**src/rtl/cnn_pkg.sv**
```systemverilog
// Shared types and helpers for the CNN layer controllers.
package cnn_pkg;

  typedef enum logic [2:0] {
    IDLE,
    CLEAR,
    STREAM,
    DRAIN,
    NEXT
  } seq_state_t;

  // Output side length of a valid (unpadded) convolution.
  function automatic int conv_out_side(input int n, input int k, input int s);
    return (n - k) / s + 1;
  endfunction

endpackage

```
**src/rtl/seq_addr_gen.sv**
```systemverilog
// Read-side and write-side base-plus-offset address counters; each base
// advances by its step per map so no multiplier is needed.
module seq_addr_gen #(
  parameter int ADDR_W  = 10,
  parameter int RD_STEP = 16,
  parameter int WR_STEP = 4
) (
  input  logic              clk,
  input  logic              rst,
  input  logic              rd_clr_i,
  input  logic              rd_next_i,
  input  logic              rd_inc_i,
  input  logic              wr_clr_i,
  input  logic              wr_next_i,
  input  logic              wr_inc_i,
  output logic [ADDR_W-1:0] rd_addr_o,
  output logic [ADDR_W-1:0] rd_off_o,
  output logic [ADDR_W-1:0] wr_addr_o,
  output logic [ADDR_W-1:0] wr_off_o
);

  logic [ADDR_W-1:0] rdBase_q, rdBase_d, rdOff_q, rdOff_d;
  logic [ADDR_W-1:0] wrBase_q, wrBase_d, wrOff_q, wrOff_d;

  always_comb begin
    rdBase_d = rdBase_q;
    rdOff_d  = rdOff_q;
    wrBase_d = wrBase_q;
    wrOff_d  = wrOff_q;
    if (rd_clr_i) begin
      rdBase_d = '0;
      rdOff_d  = '0;
    end else if (rd_next_i) begin
      rdBase_d = rdBase_q + ADDR_W'(RD_STEP);
      rdOff_d  = '0;
    end else if (rd_inc_i) begin
      rdOff_d = rdOff_q + 1'b1;
    end
    if (wr_clr_i) begin
      wrBase_d = '0;
      wrOff_d  = '0;
    end else if (wr_next_i) begin
      wrBase_d = wrBase_q + ADDR_W'(WR_STEP);
      wrOff_d  = '0;
    end else if (wr_inc_i) begin
      wrOff_d = wrOff_q + 1'b1;
    end
  end

  always_ff @(posedge clk or posedge rst) begin
    if (rst) begin
      rdBase_q <= '0;
      rdOff_q  <= '0;
      wrBase_q <= '0;
      wrOff_q  <= '0;
    end else begin
      rdBase_q <= rdBase_d;
      rdOff_q  <= rdOff_d;
      wrBase_q <= wrBase_d;
      wrOff_q  <= wrOff_d;
    end
  end

  assign rd_addr_o = rdBase_q + rdOff_q;
  assign rd_off_o  = rdOff_q;
  assign wr_addr_o = wrBase_q + wrOff_q;
  assign wr_off_o  = wrOff_q;

endmodule

```
**src/rtl/conv_sequencer.sv**
```systemverilog
// Walks NUM_MAPS feature maps through one streaming convolver: clear, stream
// activations from a synchronous RAM, then pack valid results into an output RAM.
module conv_sequencer
  import cnn_pkg::*;
#(
  parameter int N         = 4,
  parameter int K         = 3,
  parameter int S         = 1,
  parameter int NUM_MAPS  = 1,
  parameter int ACT_W     = 16,
  parameter int OUT_W     = 32,
  parameter int ADDR_W    = 10,
  parameter int DRAIN_MAX = 64
) (
  input  logic              clk,
  input  logic              global_rst,
  input  logic              start,
  output logic              busy,
  output logic              done,
  output logic              err,
  output logic              act_rd_en,
  output logic [ADDR_W-1:0] act_rd_addr,
  input  logic [ACT_W-1:0]  act_rd_data,
  output logic              conv_rst,
  output logic              conv_ce,
  output logic [ACT_W-1:0]  conv_act,
  input  logic [OUT_W-1:0]  conv_op,
  input  logic              conv_valid,
  input  logic              conv_end,
  output logic              out_wr_en,
  output logic [ADDR_W-1:0] out_wr_addr,
  output logic [OUT_W-1:0]  out_wr_data
);

  localparam int MAP_SZ = N * N;
  localparam int O      = conv_out_side(N, K, S);
  localparam int OUT_SZ = O * O;
  localparam int MAP_W  = (NUM_MAPS > 1) ? $clog2(NUM_MAPS) : 1;
  localparam int DRN_W  = $clog2(DRAIN_MAX + 1);

  localparam logic [ADDR_W-1:0] MAP_LAST = ADDR_W'(MAP_SZ - 1);
  localparam logic [ADDR_W-1:0] OUT_FULL = ADDR_W'(OUT_SZ);
  localparam logic [ADDR_W-1:0] OUT_LAST = ADDR_W'(OUT_SZ - 1);
  localparam logic [MAP_W-1:0]  MAP_IDX_LAST = MAP_W'(NUM_MAPS - 1);
  localparam logic [DRN_W-1:0]  DRN_LAST = DRN_W'(DRAIN_MAX - 1);

  seq_state_t        state_q, state_d;
  logic [MAP_W-1:0]  map_q, map_d;
  logic [DRN_W-1:0]  drainCnt_q, drainCnt_d;
  logic              err_q, err_d, done_q, done_d;
  logic              rdDly_q;
  logic              wrEn_q;
  logic [ADDR_W-1:0] wrAddr_q;
  logic [OUT_W-1:0]  wrData_q;

  logic              accept, capture, earlyEnd;
  logic              rdClr, rdNext, rdInc, wrClr, wrNext;
  logic [ADDR_W-1:0] rdAddr, rdOff, wrAddr, wrOff;

  seq_addr_gen #(
    .ADDR_W (ADDR_W),
    .RD_STEP(MAP_SZ),
    .WR_STEP(OUT_SZ)
  ) u_addr (
    .clk      (clk),
    .rst      (global_rst),
    .rd_clr_i (rdClr),
    .rd_next_i(rdNext),
    .rd_inc_i (rdInc),
    .wr_clr_i (wrClr),
    .wr_next_i(wrNext),
    .wr_inc_i (capture),
    .rd_addr_o(rdAddr),
    .rd_off_o (rdOff),
    .wr_addr_o(wrAddr),
    .wr_off_o (wrOff)
  );

  // A start coinciding with done is refused so a run never restarts back-to-back.
  assign accept   = (state_q == IDLE) && start && !done_q;
  assign capture  = (state_q inside {STREAM, DRAIN, NEXT}) && conv_valid && (wrOff < OUT_FULL);
  assign earlyEnd = (state_q inside {STREAM, DRAIN}) && conv_end && !conv_valid
                    && (wrOff < OUT_LAST);

  always_comb begin
    state_d    = state_q;
    map_d      = map_q;
    err_d      = err_q;
    done_d     = 1'b0;
    drainCnt_d = '0;
    rdClr      = 1'b0;
    rdNext     = 1'b0;
    rdInc      = 1'b0;
    wrClr      = 1'b0;
    wrNext     = 1'b0;
    if (earlyEnd) err_d = 1'b1;
    unique case (state_q)
      IDLE: begin
        if (accept) begin
          state_d = CLEAR;
          map_d   = '0;
          err_d   = 1'b0;
          rdClr   = 1'b1;
          wrClr   = 1'b1;
        end
      end
      CLEAR: state_d = STREAM;
      STREAM: begin
        rdInc = 1'b1;
        if (rdOff == MAP_LAST) state_d = DRAIN;
      end
      DRAIN: begin
        drainCnt_d = drainCnt_q + 1'b1;
        if (wrOff == OUT_FULL) begin
          if (map_q == MAP_IDX_LAST) begin
            state_d = IDLE;
            done_d  = 1'b1;
          end else begin
            state_d = NEXT;
          end
        end else if (drainCnt_q == DRN_LAST) begin
          err_d   = 1'b1;
          state_d = IDLE;
          done_d  = 1'b1;
        end
      end
      NEXT: begin
        map_d   = map_q + 1'b1;
        rdNext  = 1'b1;
        wrNext  = 1'b1;
        state_d = CLEAR;
      end
      default: state_d = IDLE;
    endcase
  end

  always_ff @(posedge clk or posedge global_rst) begin
    if (global_rst) begin
      state_q    <= IDLE;
      map_q      <= '0;
      drainCnt_q <= '0;
      err_q      <= 1'b0;
      done_q     <= 1'b0;
      rdDly_q    <= 1'b0;
      wrEn_q     <= 1'b0;
      wrAddr_q   <= '0;
      wrData_q   <= '0;
    end else begin
      state_q    <= state_d;
      map_q      <= map_d;
      drainCnt_q <= drainCnt_d;
      err_q      <= err_d;
      done_q     <= done_d;
      rdDly_q    <= act_rd_en;
      wrEn_q     <= capture;
      if (capture) begin
        wrAddr_q <= wrAddr;
        wrData_q <= conv_op;
      end
    end
  end

  // RAM data lands one cycle after the strobe, so ce follows the delayed strobe.
  assign act_rd_en   = (state_q == STREAM);
  assign act_rd_addr = rdAddr;
  assign conv_rst    = (state_q == CLEAR);
  assign conv_ce     = ((state_q == STREAM) && rdDly_q) || (state_q == DRAIN);
  assign conv_act    = rdDly_q ? act_rd_data : '0;
  assign busy        = (state_q != IDLE);
  assign done        = done_q;
  assign err         = err_q;
  assign out_wr_en   = wrEn_q;
  assign out_wr_addr = wrAddr_q;
  assign out_wr_data = wrData_q;

endmodule

```
**config.mk**
```make
export PLATFORM = sky130hd
export DESIGN_NAME = conv_sequencer
export DESIGN_NICKNAME = d
export VERILOG_FILES = /design/src/rtl/cnn_pkg.sv /design/src/rtl/seq_addr_gen.sv /design/src/rtl/conv_sequencer.sv
export SDC_FILE = /design/constraint.sdc
export NUM_CORES = 1
export LEC_CHECK = 0
export CAP_MARGIN = 20
export CORE_ASPECT_RATIO = 1.5
export CORE_MARGIN = 3
export CORE_UTILIZATION = 45
export DETAILED_ROUTE_END_ITERATION = 6
export PLACE_DENSITY = 0.79
export REMOVE_ABC_BUFFERS = 1
export SLEW_MARGIN = 10
export SYNTH_ARGS = -nofsm -noshare
export SYNTH_HDL_FRONTEND = slang
export SYNTH_SLANG_ARGS = --single-unit
```
**constraint.sdc**
```tcl
create_clock -name clk -period 3.9 [get_ports clk]
set_clock_uncertainty 0.05 [all_clocks]
set_input_delay 1.17 -clock clk [delete_from_list [all_inputs] [get_ports clk]]
set_output_delay 1.17 -clock clk [all_outputs]
set_load 0.01 [all_outputs]
```
# Word-level counts from Yosys, hierarchy flattened
# Index checks and enable logic that the tools add are counted.
# totals
in_bits	53
out_inout_bits	75
register_bits	97
# op_classes
n_reduce_logical	21
eq_ne	10
n_addsub	8
magnitude_cmp	2
mux	33
# ops
cell	count
$mux W10	10
$add A10 B1 Y10 const B	2
$add A10 B10 Y10	2
$mux W16	1
$mux W3	5
$pmux W3 S5	1
$mux W1	13
$reduce_bool A3 Y1	4
$add A10 B3 Y10 const B	1
$add A10 B5 Y10 const B	1
$eq A10 B3 Y1 const B	1
$eq A10 B4 Y1 const B	1
$lt A10 B2 Y1 const B	1
$lt A10 B3 Y1 const B	1
$logic_and A1 B1 Y1	8
$add A7 B1 Y7 const B	1
$eq A7 B6 Y1 const B	1
$mux W7	1
$eq A3 B2 Y1 const B	2
$reduce_bool A2 Y1	3
$pmux W1 S2	2
$eq A3 B1 Y1 const B	1
$eq A3 B3 Y1 const B	1
$logic_not A3 Y1	1
other kinds (8)	9

# Logic depth before layout (Yosys ltp)
# Gate-level depths: netlist of run 1.
# logic_depth
ltp_word	9
mapped_depth	8
mapped_depth_nobuf	5

# Cells and area by module
# A second synthesis of run 1 with hierarchy kept.
# hier_totals
hier_cells	411
hier_area_um2	4673.2
# modules_own_cells
module	seq_area_each_um2	area_each_um2	n_inst	cells_each
conv_sequencer	1426.4	2493.6	1	184
seq_addr_gen	850.8	2179.6	1	227

# Least setup slack after synthesis of run 1
# OpenSTA, ideal clock, no wires.
# synth_timing
path_type	register to output
from	reg u_addr.rdOff_q[5] (netlist: u_addr.rd_off_o[5])
to	out act_rd_addr[9]
slack_ns	1.106
path_stages_with_launch	6
t_arrival_ns	1.574
path_buffers	0
cell_sequence	dfrtp_1 ha_1 a21oi_1 o21bai_1 a2111oi_0 nor3_1
# synth_via
elab_chain_len	1
# synth_rtl
item	line	source
start, declared	seq_addr_gen.sv:22	logic [ADDR_W-1:0] rdBase_q, rdBase_d, rdOff_q, rdOff_d;
start signal, assigned	seq_addr_gen.sv:58	rdOff_q <= rdOff_d;
$add A10 B10 Y10	seq_addr_gen.sv:64	assign rd_addr_o = rdBase_q + rdOff_q;
end, declared	conv_sequencer.sv:22	output logic [ADDR_W-1:0] act_rd_addr,
# No other way between the ends.

# Worst setup path after layout of run 1
# Same ends and word-level chain as after synthesis.

==> implementation parameters, run 1 <==
Parameter                              Value

Synthesis
  Flops & latches, synth ... 91
  Yosys warnings ... 0
  Mean post-synth cell area ... 9.41 um2
  Register area share after synthesis ... 52.0%
  Synth Cell Area ... 4380 um2
  Number of library cell types mapped by synthesis ... 49
  Post-synth EDFFs ... 0
  Primary flip-flop cell chosen by synthesis mapping ... sky130_fd_sc_hd__dfrtp_1
  Post-Synthesis Cells ... 466
  FFs w/ async S/R, synth ... 100%

Critical path
  Highest net fanout along the worst path ... 6
  Worst reg2reg path depth ... 5
  Critical Path Sink Type ... primary output
  Crit path max-delay cell type ... sky130_fd_sc_hd__clkdlybuf4s50_1
  Endpoint of the worst-slack reg-to-reg timing path ... u_addr.wr_off_o[1]
  Data required time of the worst path ... 2680 ps
  Type of the setup path with the least slack ... reg2out
  Peak per-stage delay on the critical path ... 490 ps
  Arrival time at the worst endpoint ... 2500 ps
  Setup slack on the worst flop-to-flop path ... 1540 ps
  Worst flop-to-flop path startpoint ... u_addr.wr_off_o[9]
  Startpoint types ... flop
  Cells traversed along the worst timing path ... ha_1 -> a21oi_1 -> o21bai_1 -> a2111oi_0 -> nor3_1 -> clkdlybuf4s50_1
  Startpoint of the most critical setup path ... u_addr.rd_off_o[5]

Floorplanning
  Width of the die ... 86.6 um
  Effective utilization at floorplan ... 46.8%
  Vert. Die Dim ... 127 um
  I/O pin cnt ... 128
  Placement row count ... 43
  Core Region ... 9360 um2
  Area enclosed by the die boundary ... 11000 um2

GRT
  Via count of the first global-routing pass ... 3694
  Number of antenna violations at the first check in global routing ... 0
  Maximum number of pins on one net before global-route repair ... 58
  Grt total ovfl ... 0
  Gr usage total ... 19.5%
  Global-route wire length before repair ... 17200 um

Placed design
  Buffers added on ports ... 127
  Weighted congestion at the end of routability-driven global placement ... 0.835
  Dpl hpwl ... 7710 um

Routing
  Detailed-route vias per instance ... 5.17
  Count of antenna-violating nets left after detailed routing ... 0
  Drt pass-1 iters ... 4
  Drc violations ... 0
  Post-detailed-route wirelength per cell ... 14.6 um
  Overall routed net length ... 10300 um
  Total via count after detailed routing ... 3632
  Violation count after the first detailed-route iteration ... 103

Clock tree
  Clock-pin slew on the worst setup and hold paths ... 60 ps
  TritonCTS clock tree ... yes
  Post-CTS Hold Buffers ... 0
  Clock latency on the worst-skew pair ... 340 ps
  CTS Root Cell ... sky130_fd_sc_hd__clkbuf_16
  Total setup buffers inserted after CTS ... 0
  Maximum count of clock buffers along a single path ... 2
  Total clock buffers created by CTS ... 9
  Clk sink count ... 91
  Total of cells resized after clock tree synthesis ... 0
  Number of H-tree levels ... 3

STA
  Actual slew at the worst max-slew pin ... 617 ps
  Final cycle utilization of the critical path ... 95.5%
  Time the worst path needs with I/O delays and setup ... 3720 ps
  Count of final setup violators ... 0
  Hold slack ... 425 ps
  Max Freq ... 269 MHz
  Max-slew violation count ... 0
  Total negative setup slack ... 0 ps
  Number of hold-slack violations in the final timing report ... 0
  Unrepaired setup endpoints after global routing ... no
  Rel. slew slack ... 58.8%

Cells and area
  Ratio of cells with drive above 1 in the final layout ... 4.58%
  Most used cells in the layout excluding fill and tap cells ... sky130_fd_sc_hd__nand2_1, sky130_fd_sc_hd__clkdlybuf4s50_1, sky130_fd_sc_hd__dfrtp_1
  Area added between synthesis and finish ... 37.3%
  Diodes inserted ... 0
  Most common cell after layout, fill and taps aside ... sky130_fd_sc_hd__nand2_1
  Final nets ... 658

Pwr
  Worst-case vdd ir drop ... 0.000397 V
  Total design power ... 4.00 mW
  Pwr dens ... 665 nW/um2
  Leakage power of the design ... 2.78 nW

Hold path
  WHS Path Cells ... 2
  End of the worst hold path ... out_wr_data[17]
  Start point of the worst min-delay path ... out_wr_data[17]
  Hold/Removal Path Class ... reg2reg

Job
  Number of maximum-capacitance constraint violations ... 0

Run status
  Result of the run ... complete, no violations
[cell usage after synthesis, types with 2 or more instances]
cell type | count | area (um2)
sky130_fd_sc_hd__or3_1 | 4 | 25.0
sky130_fd_sc_hd__buf_4 | 4 | 30.0
sky130_fd_sc_hd__and4_1 | 2 | 17.5
sky130_fd_sc_hd__nor3_1 | 9 | 45.0
sky130_fd_sc_hd__xor2_1 | 18 | 158
sky130_fd_sc_hd__xnor2_1 | 16 | 140
sky130_fd_sc_hd__nor2_1 | 34 | 128
sky130_fd_sc_hd__a2111oi_0 | 2 | 17.5
sky130_fd_sc_hd__and3_1 | 5 | 31.3
sky130_fd_sc_hd__ha_1 | 18 | 225
sky130_fd_sc_hd__o21ai_0 | 6 | 30.0
sky130_fd_sc_hd__nand4_1 | 10 | 62.6
sky130_fd_sc_hd__dfrtp_1 | 91 | 2280
sky130_fd_sc_hd__nor3b_1 | 2 | 15.0
sky130_fd_sc_hd__clkbuf_1 | 12 | 45.0
sky130_fd_sc_hd__inv_1 | 7 | 26.3
sky130_fd_sc_hd__or3b_1 | 3 | 26.3
sky130_fd_sc_hd__o21ai_1 | 8 | 40.0
sky130_fd_sc_hd__a21oi_1 | 15 | 75.1
sky130_fd_sc_hd__nand2_1 | 129 | 484
sky130_fd_sc_hd__and2_1 | 25 | 156
sky130_fd_sc_hd__nand3_1 | 14 | 70.1
sky130_fd_sc_hd__buf_2 | 6 | 30.0
[worst max-delay path, delay by kind of cell, from the launching register on]
family / cells / cell delay (ps)
AO/OA/AOI/OAI: 3 / 800
buffers and inverters: 1 / 490
flip-flops: 1 / 440
adder cells (fa/ha/maj): 1 / 340
AND/OR/NAND/NOR: 1 / 100
[kinds of logic (layout without fill, tap and decap cells)]
kind of cell | count (synthesis) | count (layout) | synth area share, %
AOI/OAI and AO/OA | 44 | 44 | 6.31
adders and majority gates | 18 | 18 | 5.14
buffers and inverters | 32 | 156 | 3.43
DFF | 91 | 91 | 52.0
muxes | 2 | 2 | 0.485
and+or+nand+nor | 245 | 245 | 25.9
xor gates and xnor gates | 34 | 34 | 6.79
[metrics by stage]
stage               setup slack [ps]  cell area (um2)  utilization (%)  instances
floorplan                        316             4270                -        443
global placement                 398             5750             61.4        688
detailed placement               371             5750             61.4        688
CTS                              150             6020             64.3        702
global route                    78.8             6020             64.3        702
finish                           176             6020             64.3        702
[layout make-up]
type / instances / area, um2
fillers: 745 / 3340
flip-flops and latches: 91 / 2280
multi-input cells: 343 / 1970
repair buffers: 133 / 1330
clock buffers: 12 / 256
well taps: 112 / 140
inverters: 9 / 35.0
clock inverters: 2 / 12.5
[report_power, final]
part / internal [mW] / switching (mW) / leakage, nW
combinational: 0.890 / 0.791 / 1.47
clock: 0.458 / 0.325 / 0.131
sequential: 1.27 / 0.270 / 1.18
total: 2.62 / 1.39 / 2.78
[routing by layer]
metal / share of wire, % / global-route usage (%) / wire [um]
met1: 40 / 22.8 / 4110
met2: 53 / 34.1 / 5450
met3: 5.2 / 4.42 / 538
met4: 1.6 / 7.71 / 163
met5: 0 / 0 / 0
[worst max path at each step]
| stage | endpoint | slack [ps] | cells past startpoint |
|---|---|---|---|
| floorplan | done | 320 | 1 |
| global placement | conv_act[9] | 400 | 3 |
| detailed placement | conv_act[11] | 370 | 3 |
| CTS | act_rd_addr[9] | 150 | 6 |
| global route | act_rd_addr[9] | 80 | 6 |
| finish | act_rd_addr[9] | 180 | 6 |
[registers in the layout (all words and copies together), names as in the netlist]
signal	flops
out_wr_en	1
err	1
u_addr.rd_off_o	10
u_addr.wr_off_o	10
out_wr_data	32
done	1
state_q	3
u_addr.wrBase_q	8
map_q	1
out_wr_addr	10
rdDly_q	1
drainCnt_q	7
u_addr.rdBase_q	6
Note: power is estimated with default switching activity, not from simulation.
==> inputs of run 2 (changes only) <==
--- a/config.mk
+++ b/config.mk
@@ -5,6 +5,7 @@
 export SDC_FILE = /design/constraint.sdc
 export NUM_CORES = 1
 export LEC_CHECK = 0
+export ABC_AREA = 0
 export CAP_MARGIN = 20
 export CORE_ASPECT_RATIO = 1.5
 export CORE_MARGIN = 3
==> results of run 2 <==
No change in the layout: final DEF, timing and power equal those of run 1.
==> inputs of run 3 (changes only) <==
--- a/config.mk
+++ b/config.mk
@@ -9,10 +9,11 @@
 export CAP_MARGIN = 20
 export CORE_ASPECT_RATIO = 1.5
 export CORE_MARGIN = 3
-export CORE_UTILIZATION = 45
+export CORE_UTILIZATION = 48
 export DETAILED_ROUTE_END_ITERATION = 6
-export PLACE_DENSITY = 0.79
+export PLACE_DENSITY = 0.83
 export REMOVE_ABC_BUFFERS = 1
+export SKIP_LAST_GASP = 1
 export SLEW_MARGIN = 10
 export SYNTH_ARGS = -nofsm -noshare
 export SYNTH_HDL_FRONTEND = slang
==> run 3 against run 2 <==
  * Worst hold slack better by 1.4 ps
  * Sequential power is essentially flat
  * Critical path depth stayed put
  * Clock power rose by 35%
  * Core utilization rose by 4.7 points
  * Sequential cell count stayed put
  * Count of clock-buffer cells in the layout is the same
  * Largest cell class unchanged
  * Maximum frequency about the same
  * Via count is 2.0% higher
==> implementation parameters, run 3 (synthesized netlist as in run 1, its figures left out) <==
Parameter                              Value

Critical path
  Highest net fanout along the worst path ... 6 (unchanged)
  Worst flop-to-flop path startpoint ... u_addr.wr_off_o[6] (was u_addr.wr_off_o[9])
  Startpoint types ... flop (unchanged)
  Critical Path Sink Type ... primary output (unchanged)
  Startpoint of the most critical setup path ... u_addr.rd_off_o[5] (unchanged)
  Cells traversed along the worst timing path ... ha_1 -> a21oi_1 -> o21bai_1 -> a2111oi_0 -> nor3_1 -> clkdlybuf4s50_1 (unchanged)
  Dominant delay contributor by cell family on the critical path ... compound AO/OA/AOI/OAI gates (unchanged)
  Arrival time at the worst endpoint ... 2510 ps (was 2500 ps)
  Data required time of the worst path ... 2680 ps (about the same)
  Count of buffering cells on the critical path with inverters included ... 1 (unchanged)
  Peak per-stage delay on the critical path ... 490 ps (about the same)
  Type of the setup path with the least slack ... reg2out (unchanged)
  Crit path max-delay cell type ... sky130_fd_sc_hd__clkdlybuf4s50_1 (unchanged)

Routing
  Violation count after the first detailed-route iteration ... 159 (was 103)
  Overall routed net length ... 10000 um (was 10300 um)
  Post-detailed-route wirelength per cell ... 14.3 um (was 14.6 um)
  Drt pass-1 iters ... 4 (unchanged)
  Total via count after detailed routing ... 3705 (was 3632)
  Count of antenna-violating nets left after detailed routing ... 0 (unchanged)
  Drc violations ... 0 (unchanged)
  Detailed-route vias per instance ... 5.28 (was 5.17)

Clock tree
  Post-CTS Hold Buffers ... 0 (unchanged)
  CTS Root Cell ... sky130_fd_sc_hd__clkbuf_16 (unchanged)
  Clock latency on the worst-skew pair ... 340 ps (about the same)
  Clk sink count ... 91 (unchanged)
  Clock-pin slew on the worst setup and hold paths ... 60 ps (about the same)
  Total of cells resized after clock tree synthesis ... 0 (unchanged)
  Total setup buffers inserted after CTS ... 0 (unchanged)
  TritonCTS clock tree ... yes (unchanged)
  Total clock buffers created by CTS ... 9 (unchanged)
  Maximum count of clock buffers along a single path ... 2 (unchanged)
  Number of H-tree levels ... 3 (unchanged)

STA
  Rel. slew slack ... 57.6% (was 58.8%)
  Count of final setup violators ... 0 (unchanged)
  Max-slew violation count ... 0 (unchanged)
  Total negative setup slack ... 0 ps (unchanged)
  Unrepaired setup endpoints after global routing ... no (unchanged)
  Final cycle utilization of the critical path ... 95.5% (about the same)
  Number of hold-slack violations in the final timing report ... 0 (unchanged)
  Max Freq ... 268 MHz (was 269 MHz)
  Actual slew at the worst max-slew pin ... 635 ps (was 617 ps)
  Time the worst path needs with I/O delays and setup ... 3730 ps (was 3720 ps)

GRT
  Met3 demand-to-capacity share in global routing ... 6.00% (was 4.42%)
  Maximum number of pins on one net before global-route repair ... 92 (was 58)
  Via count of the first global-routing pass ... 3668 (was 3694)
  Met2 demand-to-capacity share in global routing ... 35.6% (was 34.1%)
  Gr usage total ... 20.0% (was 19.5%)
  Global-route wire length before repair ... 16700 um (was 17200 um)
  Most used routing layer ... met2 (unchanged)
  M1 GR Usage ... 22.2% (was 22.8%)
  Number of antenna violations at the first check in global routing ... 0 (unchanged)
  Grt total ovfl ... 0 (unchanged)

Run status
  Result of the run ... complete, no violations (unchanged)

Job
  Number of maximum-capacitance constraint violations ... 0 (unchanged)

Placed design
  Weighted congestion at the end of routability-driven global placement ... 0.840 (was 0.835)
  Dpl hpwl ... 7250 um (was 7710 um)
  Buffers added on ports ... 127 (unchanged)

Pwr
  Switching part of the total ... 32.6% (was 34.6%)
  Internal portion of total power ... 2.88 mW (was 2.62 mW)
  Total design power ... 4.28 mW (was 4.00 mW)
  Combinational group share of total power ... 38.9% (was 42.0%)
  Pwr dens ... 699 nW/um2 (was 665 nW/um2)
  Power spent charging and discharging nets ... 1.39 mW (about the same)
  Worst-case vdd ir drop ... 0.000428 V (was 0.000397 V)
  Fraction of power consumed by the clock network ... 24.9% (was 19.6%)
  Leakage power of the design ... 2.83 nW (was 2.78 nW)
  Portion of total power attributed to sequential cells ... 36.2% (was 38.4%)

Floorplanning
  Core Region ... 8880 um2 (was 9360 um2)
  Placement row count ... 42 (was 43)
  Effective utilization at floorplan ... 49.4% (was 46.8%)
  I/O pin cnt ... 128 (unchanged)
  Area enclosed by the die boundary ... 10300 um2 (was 11000 um2)
  Vert. Die Dim ... 123 um (was 127 um)
  Width of the die ... 84.0 um (was 86.6 um)

Cells and area
  Diodes inserted ... 0 (unchanged)
  Max reg flops ... 32 (unchanged)
  Util after Layout ... 68.9% (was 64.3%)
  Most common cell after layout, fill and taps aside ... sky130_fd_sc_hd__nand2_1 (unchanged)
  Area added between synthesis and finish ... 39.7% (was 37.3%)
  Ratio of cells with drive above 1 in the final layout ... 4.90% (was 4.58%)
  Final nets ... 658 (unchanged)
  Most used cells in the layout excluding fill and tap cells ... sky130_fd_sc_hd__nand2_1, sky130_fd_sc_hd__clkdlybuf4s50_1, sky130_fd_sc_hd__dfrtp_1 (unchanged)

Hold path
  Hold/Removal Path Class ... reg2reg (unchanged)
  Start point of the worst min-delay path ... out_wr_data[3] (was out_wr_data[17])
-- run 3: cell count changes in the layout (fill, tap and decap cells not counted), sizes merged --
cell and delta:
clkinv -1, bufinv +4, clkinvlp -1
-- run 3: final timing paths --
kind                                      endpoint  slack [ps]  depth (start not counted)
max in group asynchronous          out_wr_data[15]        2230                          3
worst max-delay path                act_rd_addr[9]         170                          6
min in group asynchronous            drainCnt_q[3]        1200                          3
worst min register to register      out_wr_data[3]         430                          2
worst min-delay path                out_wr_data[3]         430                          2
worst max register to register  u_addr.wr_off_o[2]        1440                          5
-- run 3: worst reg2reg max path: cells and delay by family (launching register included) --
kind	cells	cell delay [ps]
buffers and inverters	1	620
AOI/OAI and AO/OA	2	600
and+or+nand+nor	2	700
DFF	1	420
-- run 3: layer usage --
layer | wire length (um) | part of all wire (%)
met3 | 692 | 6.9
met5 | 0 | 0
met2 | 5110 | 51
met1 | 3990 | 40
met4 | 216 | 2.2
-- run 3: layout make-up --
type,instances,area (um2)
Clock buffer,12,256
Clock inverter,4,120
Fill cell,704,2760
Inverter,9,35.0
Multi-Input combinational cell,343,1970
Sequential cell,91,2280
Tap cell,110,138
Timing Repair Buffer,133,1330
-- run 3: per-stage QoR --
step	cells	hold WS (ps)	cell area [um2]	worst slack, ps
finish	702	426	6120	174
global route	702	457	6120	23.7
detailed placement	686	413	5750	382
CTS	702	433	6120	116
floorplan	443	405	4270	316
global placement	686	407	5750	377
-- run 3: power groups by stage --
stage	Sequential [mW]	Combinational, mW	Clock [mW]
after floorplan	1.61	0.696	0
after global placement	1.55	1.64	0
after detailed placement	1.55	1.69	0
after CTS	1.55	1.70	1.09
after global routing	1.60	1.84	1.13
final	1.55	1.66	1.06
